`config.mk`:
```
export PLATFORM = sky130hd
export DESIGN_NAME = sub_bytes_stage
export DESIGN_NICKNAME = d
export VERILOG_FILES = /design/src/rtl/aes_pkg.sv /design/src/rtl/s_box_lookup.sv /design/src/rtl/sub_bytes_stage.sv
export SDC_FILE = /design/constraint.sdc
export NUM_CORES = 2
export LEC_CHECK = 0
export CAP_MARGIN = 20
export CORE_UTILIZATION = 47
export DETAILED_ROUTE_END_ITERATION = 8
export PLACE_DENSITY_LB_ADDON = 0.08
export SYNTH_ARGS = -nofsm -noshare
export SYNTH_HDL_FRONTEND = slang
export SYNTH_SLANG_ARGS = --single-unit
```
`constraint.sdc`:
```
create_clock -name clk -period 52.9 [get_ports clk]
set_input_delay 5.29 -clock clk [delete_from_list [all_inputs] [get_ports clk]]
set_output_delay 5.29 -clock clk [all_outputs]
set_load 0.01 [all_outputs]
```
`src/rtl/aes_pkg.sv`:
```
// Shared AES datapath types and helpers.
//   BLOCK_BYTES       : bytes per 128-bit cipher state
//   state_t / byte_t  : state and byte types; byte i = state[127-8i -: 8], i = row + 4*col
//   sub_bytes_state_t : SubBytes stage FSM states
//   shift_rows()      : FIPS-197 ShiftRows permutation (pure wiring)
package aes_pkg;

    localparam int unsigned BLOCK_BYTES = 16;

    typedef logic [127:0] state_t;
    typedef logic [7:0]   byte_t;

    typedef enum logic [1:0] {
        IDLE,
        SUB,
        DONE
    } sub_bytes_state_t;

    // Output byte (r + 4c) takes input byte (r + 4*((c + r) mod 4)): row r rotates left by r.
    function automatic state_t shift_rows(input state_t s);
        state_t res;
        res = '0;
        for (int r = 0; r < 4; r++) begin
            for (int c = 0; c < 4; c++) begin
                res[127 - 8 * (r + 4 * c) -: 8] = s[127 - 8 * (r + 4 * ((c + r) % 4)) -: 8];
            end
        end
        return res;
    endfunction

endpackage

```
`src/rtl/s_box_lookup.sv`:
```
// AES forward S-box, purely combinational.
// The multiplicative inverse in GF(2^8) is formed as x^254 by an addition chain,
// followed by the FIPS-197 affine transform.
//   in_byte  : byte to substitute
//   out_byte : S-box image of in_byte
module s_box_lookup
    import aes_pkg::*;
(
    input  byte_t in_byte,
    output byte_t out_byte
);

    // Multiply modulo x^8 + x^4 + x^3 + x + 1.
    function automatic byte_t gf_mul(input byte_t a, input byte_t b);
        byte_t p;
        byte_t x;
        p = '0;
        x = a;
        for (int i = 0; i < 8; i++) begin
            if (b[i]) p = p ^ x;
            x = x[7] ? ({x[6:0], 1'b0} ^ 8'h1b) : {x[6:0], 1'b0};
        end
        return p;
    endfunction

    // x^254 == x^-1 for x != 0, and 0 maps to 0 as the S-box requires.
    function automatic byte_t gf_inv(input byte_t x);
        byte_t x3, x7, x15, x31, x63, x127;
        x3   = gf_mul(gf_mul(x, x), x);
        x7   = gf_mul(gf_mul(x3, x3), x);
        x15  = gf_mul(gf_mul(x7, x7), x);
        x31  = gf_mul(gf_mul(x15, x15), x);
        x63  = gf_mul(gf_mul(x31, x31), x);
        x127 = gf_mul(gf_mul(x63, x63), x);
        return gf_mul(x127, x127);
    endfunction

    byte_t inv;

    assign inv      = gf_inv(in_byte);
    assign out_byte = inv ^ {inv[6:0], inv[7]} ^ {inv[5:0], inv[7:6]}
                    ^ {inv[4:0], inv[7:5]} ^ {inv[3:0], inv[7:4]} ^ 8'h63;

endmodule

```
`src/rtl/sub_bytes_stage.sv`:
```
// AES SubBytes round stage with valid/ready handshake on both sides.
// Accepts one 128-bit state, substitutes LANES bytes per cycle over 16/LANES cycles,
// then holds the result until downstream accepts it.
// Build option: define SUB_BYTES_SHIFT_ROWS_EN to apply ShiftRows to out_state.
//   clk, n_rst          : clock, asynchronous active-low reset
//   clear               : synchronous abort back to IDLE
//   in_valid/in_ready   : input handshake, in_state is the offered state
//   out_valid/out_ready : output handshake, out_state is the held result
//   busy                : high while substituting or holding a result
module sub_bytes_stage
    import aes_pkg::*;
#(
    parameter int unsigned LANES = 4
) (
    input  logic   clk,
    input  logic   n_rst,
    input  logic   clear,
    input  logic   in_valid,
    output logic   in_ready,
    input  state_t in_state,
    output logic   out_valid,
    input  logic   out_ready,
    output state_t out_state,
    output logic   busy
);

    localparam int unsigned CHUNKS = BLOCK_BYTES / LANES;
    // Keep the counter at least one bit wide; for LANES=16 it just stays 0.
    localparam int unsigned CNT_W  = (CHUNKS > 1) ? $clog2(CHUNKS) : 1;
    localparam logic [CNT_W-1:0] LAST_CNT = CNT_W'(CHUNKS - 1);

    if (!(LANES == 1 || LANES == 2 || LANES == 4 || LANES == 8 || LANES == 16)) begin : g_bad_lanes
        $error("sub_bytes_stage: LANES must be 1, 2, 4, 8 or 16");
    end

    sub_bytes_state_t state_q, state_d;
    logic [CNT_W-1:0] cnt_q, cnt_d;
    state_t           buf_q, buf_d;

    byte_t      buf_bytes [BLOCK_BYTES];
    byte_t      nxt_bytes [BLOCK_BYTES];
    state_t     sub_state;
    logic [3:0] base;
    byte_t      lane_in  [LANES];
    byte_t      lane_out [LANES];

    always_comb begin
        for (int i = 0; i < BLOCK_BYTES; i++) begin
            buf_bytes[i] = buf_q[127 - 8 * i -: 8];
        end
    end

    // First byte of the chunk handled this cycle.
    assign base = 4'(cnt_q * LANES);

    for (genvar k = 0; k < LANES; k++) begin : g_lane
        assign lane_in[k] = buf_bytes[base + 4'(k)];

        s_box_lookup u_s_box (
            .in_byte  (lane_in[k]),
            .out_byte (lane_out[k])
        );
    end

    // Buffer with the current chunk replaced by its S-box images.
    always_comb begin
        sub_state = '0;
        nxt_bytes = buf_bytes;
        for (int k = 0; k < LANES; k++) begin
            nxt_bytes[base + 4'(k)] = lane_out[k];
        end
        for (int i = 0; i < BLOCK_BYTES; i++) begin
            sub_state[127 - 8 * i -: 8] = nxt_bytes[i];
        end
    end

    always_comb begin
        state_d = state_q;
        cnt_d   = cnt_q;
        buf_d   = buf_q;
        unique case (state_q)
            IDLE: begin
                if (!clear && in_valid) begin
                    buf_d   = in_state;
                    cnt_d   = '0;
                    state_d = SUB;
                end
            end
            SUB: begin
                if (clear) begin
                    state_d = IDLE;
                end else begin
                    buf_d = sub_state;
                    if (cnt_q == LAST_CNT) begin
                        cnt_d   = '0;
                        state_d = DONE;
                    end else begin
                        cnt_d = cnt_q + CNT_W'(1);
                    end
                end
            end
            DONE: begin
                if (clear || out_ready) state_d = IDLE;
            end
            default: state_d = IDLE;
        endcase
    end

    always_ff @(posedge clk or negedge n_rst) begin
        if (!n_rst) begin
            state_q <= IDLE;
            cnt_q   <= '0;
            buf_q   <= '0;
        end else begin
            state_q <= state_d;
            cnt_q   <= cnt_d;
            buf_q   <= buf_d;
        end
    end

    assign in_ready  = (state_q == IDLE);
    assign out_valid = (state_q == DONE);
    assign busy      = (state_q != IDLE);

`ifdef SUB_BYTES_SHIFT_ROWS_EN
    assign out_state = shift_rows(buf_q);
`else
    assign out_state = buf_q;
`endif

endmodule

```
==> results.cfg <==
[outcome]
status = finished clean

[setup_path]
critPathArrivalTime_ns = 29.65
critPathBufInv = 7
end_kind = flop
cp_slowest_cell = xor2_1
max_stage_delay_ns = 0.84
cpMostUsedCell = xnor3_1
cp_top_family = XOR/XNOR gates
cp-start-kind = flop
cp_max_fo = 39
worstSetupPathType = flop to flop
worstPathRequired_ns = 53.21

[sta]
tightest_slew_ns = 1.17
fin_crit_sh_pct = 55.5
max_freq_mhz = 34.1
skew_ns = 0.0286
fin_crit_ns = 29.34
slew_headroom_pct = 22.0
slew_viol_final = 0
hold_viol = 0
setup_tns_ns = 0
rsz0062_at_grt = no
setup_violations = 0

[clocking]
cts-root-buf = clkbuf_16
cts-buffers-inserted = 17
cts_buffer_depth = 2
postCtsHoldBufs = 0
htree_levels = 4
ctsResizeCount = 0
cts_setup_buffers = 0
insertion_delay_ns = 0.49
cts_tree = built
clk_pin_slew_ns = 0.09
clock_sinks = 132

[die]
die_y_um = 374
rows = 136
dieArea_um2 = 140000
start_util_pct = 47.3
coreArea_um2 = 137000
io_pins = 264
fp.dieW_um = 374

[logic_synthesis]
ys_async_sr_fraction_pct = 100
synth_edf_count = 0
yosys_most_used_dff = dfrtp_1
synthTopCellsByCount = xnor2_1, nand2_1, nor2_1, xor2_1, xnor3_1
yosys_warnings = 0
yosys_register_bits = 132
synth_seq_area_share_pct = 5.07
syn_inst = 7826
yosysTopAreaCellShare_pct = 16.5
synth_top_cell_by_area = xnor2_1
netlist_area_um2 = 65100
avgSynthCellArea_um2 = 8.32
synth_area_leaders = xnor2_1, xnor3_1, xor2_1
synth_cell_types = 141
synthesis.nets = 7991
synth.most_common_cell = xnor2_1

[global_route]
grt_max_degree = 94
grt_use_total_pct = 32.5
antenna_found_initial = 7
grt_pass1_wl_um = 355000
grt_pass1_vias = 55500
overflow = 0

[route]
vias = 59100
firstDrtPassIters = 6
drc = 0
drt_iter0_markers = 6246
routed_wl_um = 235000
avgRoutedWirePerCell_um = 24.8
vias_per_cell = 6.22
ant_nets = 0

[final_layout]
drive_gt1_share_pct = 9.00
synthToLayoutAreaGrowth_pct = 6.01
final_nets = 7854

[placement]
gp_congestion = 0.927
hpwlAfterDp_um = 171000
io_buffers = 263

[flow_run]
maxCapViolCount = 0

[hold_path]
hp-class = flop to flop
-- cell usage in the layout (no fill, tap or decap), types with 62 or more instances in the layout --
cell type           n
nand2_1           913
nor3_1            156
a211oi_1          103
dfrtp_1           130
xnor3_1           441
buf_4             142
inv_1              77
a22oi_1            76
o22ai_1           114
o21ai_1            90
nand3_1           157
mux2i_1           248
and3_1             90
nor2_1            846
xnor2_2           118
o211ai_1           75
o21ai_0           192
and2_1             62
clkdlybuf4s50_1   262
xnor2_1          1227
nor3b_1            62
mux2_2             68
xor2_1            477
a21oi_1           303
xor3_1             64
-- final timing paths --
kind / depth (start not counted) / slack [ns] / end / startpoint
max: 77 / 23.56 / out_state[42]$_DFFE_PN0P_ / cnt_q[0]$_DFFE_PN0P_
min: 2 / 0.56 / out_state[50]$_DFFE_PN0P_ / out_state[50]$_DFFE_PN0P_
max reg2reg: 77 / 23.56 / out_state[42]$_DFFE_PN0P_ / cnt_q[0]$_DFFE_PN0P_
min reg2reg: 2 / 0.56 / out_state[50]$_DFFE_PN0P_ / out_state[50]$_DFFE_PN0P_
max in group asynchronous: 2 / 46.64 / out_state[112]$_DFFE_PN0P_ / n_rst
min in group asynchronous: 1 / 4.87 / out_state[123]$_DFFE_PN0P_ / n_rst
-- sequential cells by signal, indices dropped and copies added (netlist names) --
signal     count
out_state    128
cnt_q          2
state_q        2
-- kinds of logic (layout without fill, tap and decap cells) --
group           count (synthesis)  after routing  share of synthesized area (%)
xor+xnor                     2462           2462                           48.0
mux                           350            350                           6.07
compound gates               1548           1548                           16.9
flops                         132            132                           5.07
fa+ha+maj                      32             32                          0.615
other cells                     0              3                              0
simple gates                 2636           2636                           18.4
buf+inv                       666            542                           4.92
-- stage by stage --
stage	util, %	instances	hold slack, ns	setup slack (ns)	instance area, um2
after floorplan	-	7826	0.510	28.38	65100
after global placement	49.7	9457	0.521	24.22	68300
after detailed placement	49.7	9457	0.533	23.88	68300
after CTS	50.1	9489	0.556	23.76	68900
after global routing	50.2	9496	0.604	21.73	69000
final	50.2	9499	0.560	23.56	69000
-- final cells by class --
class                           instances  area (um2)
Timing Repair Buffer                  408        3740
Fill cell                           13200       68500
Tap cell                             1794        2240
Clock inverter                         15         186
Sequential cell                       132        3310
Antenna cell                            3        7.51
Multi-Input combinational cell       7028       58700
Inverter                              102         384
Clock buffer                           17         425
-- worst min-delay path, delay by kind of cell (launching register included) --
family / cells / cell delay (ns)
AND/OR/NAND/NOR: 1 / 0.06
AO/OA/AOI/OAI: 1 / 0.07
flip-flops: 1 / 0.40
-- layer usage --
layer / vias to the layer above / wire length (um) / track usage [%] / share of wire (%)
met5: - / 22 / 0 / 0.0094
met4: 4 / 8730 / 11.1 / 3.7
met3: 365 / 18300 / 4.58 / 7.8
met2: 2561 / 105000 / 51.4 / 45
met1: 28900 / 103000 / 45.1 / 44
li1: 27200 / - / - / -
Power is not shown: default switching activity piles up to over one toggle a cycle in this logic, so the estimate is an artifact.
